===== src/rtl/move_ctrl_pkg.sv =====
// Shared definitions for the player-move controller: FSM states, direction codes
// and the default map geometry / start-of-game values.
package move_ctrl_pkg;

    typedef enum logic [1:0] {
        ST_IDLE    = 2'd0,
        ST_READ    = 2'd1,
        ST_CAPTURE = 2'd2,
        ST_APPLY   = 2'd3
    } state_t;

    typedef enum logic [2:0] {
        DIR_NONE  = 3'd0,
        DIR_UP    = 3'd1,
        DIR_DOWN  = 3'd2,
        DIR_LEFT  = 3'd3,
        DIR_RIGHT = 3'd4
    } dir_t;

    localparam int DEF_MAP_W       = 13;
    localparam int DEF_MAP_H       = 13;
    localparam int DEF_ADDR_W      = 16;
    localparam int DEF_START_X     = 6;
    localparam int DEF_START_Y     = 12;
    localparam int DEF_INIT_HEALTH = 100;

    // Fixed priority: up > down > left > right; lower-priority presses are dropped.
    function automatic dir_t pick_dir(input logic up, input logic down,
                                      input logic left, input logic right);
        dir_t d;
        if (up) begin
            d = DIR_UP;
        end else if (down) begin
            d = DIR_DOWN;
        end else if (left) begin
            d = DIR_LEFT;
        end else if (right) begin
            d = DIR_RIGHT;
        end else begin
            d = DIR_NONE;
        end
        return d;
    endfunction

endpackage


===== src/rtl/map_addr_gen.sv =====
// Combinational (floor, x, y) -> linear map RAM address, wrapped at ADDR_W bits.
// Shared with the renderer so both agree on the map layout.
module map_addr_gen
    import move_ctrl_pkg::*;
#(
    parameter int MAP_W  = DEF_MAP_W,
    parameter int MAP_H  = DEF_MAP_H,
    parameter int ADDR_W = DEF_ADDR_W
) (
    input  logic [15:0]       floor_i,
    input  logic [3:0]        x_i,
    input  logic [3:0]        y_i,
    output logic [ADDR_W-1:0] addr_o
);

    localparam logic [ADDR_W-1:0] TILES_PER_FLOOR = ADDR_W'(MAP_W * MAP_H);
    localparam logic [ADDR_W-1:0] ROW_STRIDE      = ADDR_W'(MAP_W);

    logic [ADDR_W-1:0] floor_s;
    logic [ADDR_W-1:0] x_s;
    logic [ADDR_W-1:0] y_s;

    assign floor_s = ADDR_W'(floor_i);
    assign x_s     = ADDR_W'(x_i);
    assign y_s     = ADDR_W'(y_i);
    assign addr_o  = floor_s * TILES_PER_FLOOR + y_s * ROW_STRIDE + x_s;

endmodule


===== src/rtl/move_ctrl.sv =====
// Player-move controller: takes one direction request, reads the target tile,
// hands it to the tile resolver and commits the resolver's results.
module move_ctrl
    import move_ctrl_pkg::*;
#(
    parameter int MAP_W       = DEF_MAP_W,
    parameter int MAP_H       = DEF_MAP_H,
    parameter int ADDR_W      = DEF_ADDR_W,
    parameter int START_X     = DEF_START_X,
    parameter int START_Y     = DEF_START_Y,
    parameter int INIT_HEALTH = DEF_INIT_HEALTH
) (
    input  logic              clk,
    input  logic              rst,
    input  logic              btn_up,
    input  logic              btn_down,
    input  logic              btn_left,
    input  logic              btn_right,
    output logic [ADDR_W-1:0] mem_addr,
    output logic              mem_re,
    input  logic [15:0]       mem_rdata,
    output logic              mem_we,
    output logic [15:0]       mem_wdata,
    output logic [3:0]        pos_x,
    output logic [3:0]        pos_y,
    output logic [15:0]       tile_id,
    output logic [15:0]       floor,
    output logic [3:0]        player_x,
    output logic [3:0]        player_y,
    output logic [31:0]       key_num,
    output logic [15:0]       health,
    input  logic [15:0]       r_floor,
    input  logic [3:0]        r_goto_x,
    input  logic [3:0]        r_goto_y,
    input  logic [31:0]       r_key_num,
    input  logic [15:0]       r_health,
    input  logic [15:0]       r_tile_id,
    output logic              busy,
    output logic              move_done
);

    localparam logic [3:0] X_MAX = 4'(MAP_W - 1);
    localparam logic [3:0] Y_MAX = 4'(MAP_H - 1);

    state_t            state_q, state_d;
    logic [3:0]        pos_x_q, pos_x_d, pos_y_q, pos_y_d;
    logic [15:0]       tile_id_q, tile_id_d;
    logic [15:0]       floor_q, floor_d;
    logic [3:0]        player_x_q, player_x_d, player_y_q, player_y_d;
    logic [31:0]       key_num_q, key_num_d;
    logic [15:0]       health_q, health_d;
    logic              mem_re_q, mem_re_d;
    logic              busy_q, busy_d;
    logic [ADDR_W-1:0] mem_addr_q, mem_addr_d;

    dir_t              dir_s;
    logic [3:0]        tgt_x_s, tgt_y_s;
    logic              tgt_ok_s;
    logic [ADDR_W-1:0] tgt_addr_s;
    logic              apply_s;

    assign dir_s = pick_dir(btn_up, btn_down, btn_left, btn_right);

    // Target tile for the selected direction; off-grid targets are flagged invalid.
    always_comb begin
        tgt_x_s  = player_x_q;
        tgt_y_s  = player_y_q;
        tgt_ok_s = 1'b0;
        case (dir_s)
            DIR_UP: begin
                tgt_y_s  = player_y_q - 4'd1;
                tgt_ok_s = (player_y_q != 4'd0);
            end
            DIR_DOWN: begin
                tgt_y_s  = player_y_q + 4'd1;
                tgt_ok_s = (player_y_q != Y_MAX);
            end
            DIR_LEFT: begin
                tgt_x_s  = player_x_q - 4'd1;
                tgt_ok_s = (player_x_q != 4'd0);
            end
            DIR_RIGHT: begin
                tgt_x_s  = player_x_q + 4'd1;
                tgt_ok_s = (player_x_q != X_MAX);
            end
            default: begin
                tgt_ok_s = 1'b0;
            end
        endcase
    end

    // Floor is stable for the whole move, so this address serves both the read and the write-back.
    map_addr_gen #(
        .MAP_W (MAP_W),
        .MAP_H (MAP_H),
        .ADDR_W(ADDR_W)
    ) u_map_addr_gen (
        .floor_i(floor_q),
        .x_i    (tgt_x_s),
        .y_i    (tgt_y_s),
        .addr_o (tgt_addr_s)
    );

    // Next-state logic for the move sequence IDLE -> READ -> CAPTURE -> APPLY.
    always_comb begin
        state_d    = state_q;
        pos_x_d    = pos_x_q;
        pos_y_d    = pos_y_q;
        tile_id_d  = tile_id_q;
        floor_d    = floor_q;
        player_x_d = player_x_q;
        player_y_d = player_y_q;
        key_num_d  = key_num_q;
        health_d   = health_q;
        mem_addr_d = mem_addr_q;
        busy_d     = busy_q;
        mem_re_d   = 1'b0;
        case (state_q)
            ST_IDLE: begin
                if (tgt_ok_s) begin
                    state_d    = ST_READ;
                    pos_x_d    = tgt_x_s;
                    pos_y_d    = tgt_y_s;
                    mem_addr_d = tgt_addr_s;
                    mem_re_d   = 1'b1;
                    busy_d     = 1'b1;
                end else begin
                    state_d = ST_IDLE;
                end
            end
            ST_READ: begin
                state_d = ST_CAPTURE;
            end
            ST_CAPTURE: begin
                tile_id_d = mem_rdata;
                state_d   = ST_APPLY;
            end
            ST_APPLY: begin
                floor_d    = r_floor;
                player_x_d = r_goto_x;
                player_y_d = r_goto_y;
                key_num_d  = r_key_num;
                health_d   = r_health;
                busy_d     = 1'b0;
                state_d    = ST_IDLE;
            end
            default: begin
                busy_d  = 1'b0;
                state_d = ST_IDLE;
            end
        endcase
    end

    // State and registered outputs; reset aborts any move in flight.
    always_ff @(posedge clk or posedge rst) begin
        if (rst) begin
            state_q    <= ST_IDLE;
            pos_x_q    <= 4'(START_X);
            pos_y_q    <= 4'(START_Y);
            tile_id_q  <= 16'd0;
            floor_q    <= 16'd0;
            player_x_q <= 4'(START_X);
            player_y_q <= 4'(START_Y);
            key_num_q  <= 32'd0;
            health_q   <= 16'(INIT_HEALTH);
            mem_addr_q <= '0;
            mem_re_q   <= 1'b0;
            busy_q     <= 1'b0;
        end else begin
            state_q    <= state_d;
            pos_x_q    <= pos_x_d;
            pos_y_q    <= pos_y_d;
            tile_id_q  <= tile_id_d;
            floor_q    <= floor_d;
            player_x_q <= player_x_d;
            player_y_q <= player_y_d;
            key_num_q  <= key_num_d;
            health_q   <= health_d;
            mem_addr_q <= mem_addr_d;
            mem_re_q   <= mem_re_d;
            busy_q     <= busy_d;
        end
    end

    // Write strobe depends only on the APPLY state flop and the resolver fed from registers.
    assign apply_s   = (state_q == ST_APPLY);
    assign mem_we    = apply_s && (r_tile_id != tile_id_q);
    assign mem_wdata = mem_we ? r_tile_id : 16'd0;
    assign move_done = apply_s;

    assign mem_addr = mem_addr_q;
    assign mem_re   = mem_re_q;
    assign pos_x    = pos_x_q;
    assign pos_y    = pos_y_q;
    assign tile_id  = tile_id_q;
    assign floor    = floor_q;
    assign player_x = player_x_q;
    assign player_y = player_y_q;
    assign key_num  = key_num_q;
    assign health   = health_q;
    assign busy     = busy_q;

endmodule

===== config.mk =====
export PLATFORM = sky130hd
export DESIGN_NAME = move_ctrl
export DESIGN_NICKNAME = d
export VERILOG_FILES = /design/src/rtl/move_ctrl_pkg.sv /design/src/rtl/map_addr_gen.sv /design/src/rtl/move_ctrl.sv
export SDC_FILE = /design/constraint.sdc
export NUM_CORES = 1
export LEC_CHECK = 0
export CORE_MARGIN = 10
export CORE_UTILIZATION = 30
export CTS_CLUSTER_SIZE = 20
export DETAILED_ROUTE_END_ITERATION = 10
export PLACE_DENSITY = 0.69
export SLEW_MARGIN = 10
export SYNTH_ARGS = -nofsm -noshare
export SYNTH_HDL_FRONTEND = slang
export SYNTH_SLANG_ARGS = --single-unit

===== constraint.sdc =====
create_clock -name clk -period 6.89 [get_ports clk]
set_input_delay 1.0335 -clock clk [delete_from_list [all_inputs] [get_ports clk]]
set_output_delay 1.0335 -clock clk [all_outputs]
set_load 0.01 [all_outputs]

==> out/metrics.cfg, run 1 <==
[timing]
maxSlewViolCount=0
fmax_mhz=151
period_share=0.961
clock_skew_ns=0.0134
fin_crit_ns=6.62
slew_headroom=0.326
finalSetupViolations=0
hold_viol=0
worst_slew_pin_slew_ns=1.01

[yosys]
ys_types=54
synth.most_common_cell=dfrtp_1
synth_fa_ha_area_frac=0.216
synth_top_family_by_area=adder cells
yosysTopAreaCell=dfrtp_1
seq_area_frac_synth=0.405
yosys.area_share.simple=0.0631
ys.flop_type=dfrtp_1
synth_top_cell_area_share=0.365
synth_async_sr_flop_share=1.00
synthTopCellsByArea=dfrtp_1, ha_1, mux2_2
postSynthCellCount=618
synth-xor-area-share=0.0572
synth-seq-cells=116
yosysWarnings=0
synth_edf_count=0
synth_compound_area_frac=0.0732
synth_mux_area_frac=0.138
ys_top_cells_by_count=dfrtp_1, mux2_2, ha_1
synth_area_um2=7200
syn_avg_cell_area_um2=11.6
synth_fp_nets=836

[placed_design]
port_buffers=241
place_area_um2=10200
hpwl_mm=16.7
gp_congestion=0.797
dp_cells=1197

[global_route]
grt_pass1_wl_mm=33.1
antenna_found_initial=2
overflow=0
grt_max_degree=83
grt_use_total=0.137
grt_pass1_vias=5933

[critical_path]
reg2reg_depth=26
critPathArrivalTime_ns=6.97
cp_common_cell=ha_1
cp_slowest_stage_delay_ns=0.52
regToRegStartpoint=player_y[0]$_DFFE_PP0P_
cp.required_ns=7.23
slowest_stage=fa_1
critPathMaxFanout=3
start_kind=primary input
crit_start=btn_up
cp-end-kind=register
endpoint=mem_addr[12]$_DFFE_PP0P_
r2r-end=mem_addr[12]$_DFFE_PP0P_
critical_path_class=primary input to register
rrSetupSlack_ns=0.57

[detailed_routing]
routed_via_density=4.40
top_layer_used=met4
drtIter0Drc=161
drc=0
drtPass1Iterations=4
drtAntennaViolNets=0
routed_wl_mm=20.8
vias=5423
wire_per_inst_um=16.9
route.met2.wl_mm=10.6
met3WireLength_mm=1.68
wl_met1_mm=8.27

[cells_and_area]
fillers=2196
final_cells=1232
area_growth_pct=51.2
design_area_um2=10900
nNetsFinal=1116
postLayoutCoreUtil=0.462
drive_gt1_frac=0.211

[cts]
cts_tree=built
clock_sinks=116
max-clock-path-buffers=2
clockRootBuffer=clkbuf_16
clock_latency_ns=0.43
h-tree-depth=4
path_clk_slew_ns=0.06
cts_made_buffers=17
cts.hold.buffers_added=0

[floorplanning]
die_y_um=175
placementRows=56
die_w_um=175
ios=242
start_util=0.306
core_area_um2=23500
die-area_um2=30600

[run]
cap_violations=0

[status]
status=completed

[min_path]
min_path_type=register to register

## worst min path at each step
stage                                 start  cells past startpoint                       to  slack, ns
floorplan              pos_y[2]$_DFFE_PP1P_                      2     pos_y[2]$_DFFE_PP1P_       0.49
global placement    mem_addr[1]$_DFFE_PP0P_                      2  mem_addr[1]$_DFFE_PP0P_       0.46
detailed placement  mem_addr[2]$_DFFE_PP0P_                      2  mem_addr[2]$_DFFE_PP0P_       0.47
CTS                 mem_addr[1]$_DFFE_PP0P_                      2  mem_addr[1]$_DFFE_PP0P_       0.48
global route        mem_addr[1]$_DFFE_PP0P_                      2  mem_addr[1]$_DFFE_PP0P_       0.50
finish              mem_addr[2]$_DFFE_PP0P_                      2  mem_addr[2]$_DFFE_PP0P_       0.48
## layer usage
layer / track usage / up-vias
met3: 0.0571 / 20
li1: - / 2673
met2: 0.233 / 128
met4: 0.0424 / 0
met1: 0.152 / 2602
met5: 0 / -
## flip-flops by register name, indices dropped and copies added (netlist names)
signal	flops
busy	1
state_q	2
player_x	4
floor	16
mem_addr	16
key_num	32
tile_id	16
mem_re	1
player_y	4
pos_y	4
health	16
pos_x	4
## logic make-up after synthesis
family,count (synthesis)
flops,116
fa+ha+maj,108
simple gates,91
mux,88
buf+inv,87
compound gates,81
xor+xnor,47
## final cells by class
type,count,area (µm²),area share
multi-input cells,415,4020,0.369
flip-flops and latches,116,2920,0.268
repair buffers,277,2680,0.246
clock buffers,17,425,0.0391
well taps,319,399,0.0367
inverters,71,272,0.0250
clock inverters,15,169,0.0155
diodes,2,5.00,0.000460
## placed cells by master (no fill, tap or decap), types with 4 or more instances in the layout
| cell type | instances |
|---|---|
| buf_4 | 36 |
| inv_1 | 68 |
| clkdlybuf4s50_1 | 239 |
| nor2_1 | 13 |
| o21ai_0 | 27 |
| a21oi_1 | 13 |
| dfrtp_1 | 105 |
| xnor2_1 | 39 |
| clkbuf_16 | 17 |
| dfstp_2 | 11 |
| ha_1 | 77 |
| mux2_2 | 84 |
| inv_6 | 5 |
| xor2_1 | 8 |
| a21o_1 | 7 |
| nand2_1 | 42 |
| nand4_1 | 5 |
| and2_1 | 16 |
| fa_1 | 26 |
| a21oi_2 | 4 |
## what timing repair did
item                                    in CTS  in global routing
endpoints found under the setup margin       8                  8
resized for setup                            6                 14
pin swaps                                    4                  7
setup buffers                                1                  0
## per-stage QoR
step | TNS, ns | setup slack (ns) | hold slack, ns
floorplan | 0 | 0.102 | 0.486
global placement | -4.74 | -0.646 | 0.462
detailed placement | -5.66 | -0.763 | 0.468
CTS | 0 | 0.0570 | 0.481
global route | -0.00852 | -0.00852 | 0.500
finish | 0 | 0.269 | 0.476
## worst max-delay path: cells and delay by family
kind                       cells  cell delay, ns
and+or+nand+nor                5            0.89
adders and majority gates     10            3.23
buffers and inverters          6            0.65
xor gates and xnor gates       2            0.33
AOI/OAI and AO/OA              5            0.60
muxes                          1            0.22
Power of run 1 is left out: the tool's default activity adds up to more than one toggle a clock period on the data nets, which glitch-free logic cannot reach.
==> run 2, diff against run 1 <==
Settings changed: CORE_UTILIZATION 30 to 35, GPL_ROUTABILITY_DRIVEN set to 0, PLACE_DENSITY 0.69 to 0.76.
==> out/metrics.cfg, run 2 (synthesis gave the netlist of run 1 again) <==
[global_route]
grt_pass1_vias=6033
grt_use_total=0.154
antenna_found_initial=2
overflow=0
grt_pass1_wl_mm=32.6
grt_max_degree=83

[floorplanning]
die_w_um=163
die_y_um=163
placementRows=52
die-area_um2=26700
start_util=0.356
core_area_um2=20200
ios=242

[cts]
h-tree-depth=4
cts_made_buffers=17
clockRootBuffer=clkbuf_16
clock_sinks=116
path_clk_slew_ns=0.06
cts_tree=built
max-clock-path-buffers=2
clock_latency_ns=0.41

[timing]
setup_ws_ns=0.268
rsz0062_at_grt=no
period_share=0.961
fin_crit_ns=6.62
maxSlewViolCount=0
clock_skew_ns=0.00730
slew_headroom=0.333
finalSetupViolations=0
worst_slew_pin_slew_ns=1.00
hold_viol=0
fmax_mhz=151

[min_path]
hold-path-cell-count=2
min_path_type=register to register
hold_start=mem_addr[3]$_DFFE_PP0P_
whs_endpoint=mem_addr[3]$_DFFE_PP0P_

[critical_path]
cp-end-kind=register
crit_start=btn_up
critPathMaxFanout=4
cp.required_ns=7.22
rrSetupSlack_ns=0.54
r2r-end=mem_addr[12]$_DFFE_PP0P_
critPathArrivalTime_ns=6.95
start_kind=primary input
reg2reg_depth=26
critical_path_class=primary input to register
regToRegStartpoint=player_y[0]$_DFFE_PP0P_

[placed_design]
port_buffers=241
dp_slack_ns=-0.943
hpwl_mm=16.5

[detailed_routing]
vias=5479
wire_per_inst_um=17.5
routed_via_density=4.64
drc=0
routed_wl_mm=20.7
drtAntennaViolNets=0
drtPass1Iterations=5
drtIter0Drc=221

[cells_and_area]
final_cell_mix=clkdlybuf4s50_1, dfrtp_1, mux2_2
nNetsFinal=1117
area_growth_pct=51.5
antenna_cells=0
largest_reg_flops=32
drive_gt1_frac=0.219
final_common_cell=clkdlybuf4s50_1

[status]
status=completed

[run]
cap_violations=0

[run 2: critical path: stages]
cell	delay, ns
clkdlybuf4s15_1	0.22
nor2b_4	0.20
inv_4	0.08
ha_4	0.27
nand3_1	0.07
nand2_1	0.10
mux2i_2	0.26
xnor2_2	0.17
ha_1	0.30
ha_4	0.18
fa_2	0.37
a21o_1	0.18
a21oi_2	0.13
xnor2_1	0.14
ha_1	0.26
ha_1	0.32
fa_1	0.56
inv_2	0.04
fa_1	0.52
inv_1	0.06
ha_4	0.25
ha_4	0.27
o211ai_1	0.10
buf_4	0.16
nor2_4	0.11
a21oi_1	0.09
or4_4	0.42
o211ai_2	0.08
[run 2: stage by stage]
step / instances / utilization / TNS [ns] / hold WS (ns) / area, µm²
detailed placement: 1147 / 0.501 / -6.79 / 0.472 / 10100
global route: 1182 / 0.539 / 0 / 0.510 / 10900
finish: 1182 / 0.539 / 0 / 0.479 / 10900
global placement: 1147 / 0.501 / -4.35 / 0.463 / 10100
CTS: 1180 / 0.535 / -0.0195 / 0.485 / 10800
floorplan: 618 / - / 0 / 0.486 / 7200
[run 2: final cells by class]
cell class / instances / area, µm²
inverters: 71 / 272
clock buffers: 17 / 425
flip-flops and latches: 116 / 2920
repair buffers: 278 / 2690
well taps: 270 / 338
fillers: 1764 / 9340
clock inverters: 15 / 148
multi-input cells: 415 / 4110
[run 2: worst max path at each step]
stage | to | cells after the start | slack (ns)
floorplan | mem_addr[13]$_DFFE_PP0P_ | 26 | 0.10
global placement | mem_addr[13]$_DFFE_PP0P_ | 28 | -0.63
detailed placement | mem_addr[13]$_DFFE_PP0P_ | 28 | -0.94
CTS | mem_addr[13]$_DFFE_PP0P_ | 28 | -0.02
global route | mem_addr[13]$_DFFE_PP0P_ | 28 | 0.005
finish | mem_addr[12]$_DFFE_PP0P_ | 28 | 0.27
[run 2: metal layers]
layer	up-vias	global-route usage	wire, µm
met1	2652	0.182	8480
li1	2663	-	-
met4	2	0.0480	325
met3	22	0.0569	1520
met2	140	0.256	10400
met5	-	0	11
[run 2: repair_timing]
| item | CTS | global route |
|---|---|---|
| setup endpoints to repair | 8 | 8 |
| hold buffers | 0 | 0 |
| gates resized for setup | 21 | 11 |
| pin swaps | 11 | 15 |
| buffers inserted | 1 | 2 |
Power of run 2 is left out for the same reason.
==> run 3, diff against run 2 <==
Settings changed: CTS_CLUSTER_SIZE 20 to unset.
==> results of run 3 <==
Final layout, timing and power as in run 2 (identical DEF).
Power of run 3 is left out for the same reason.
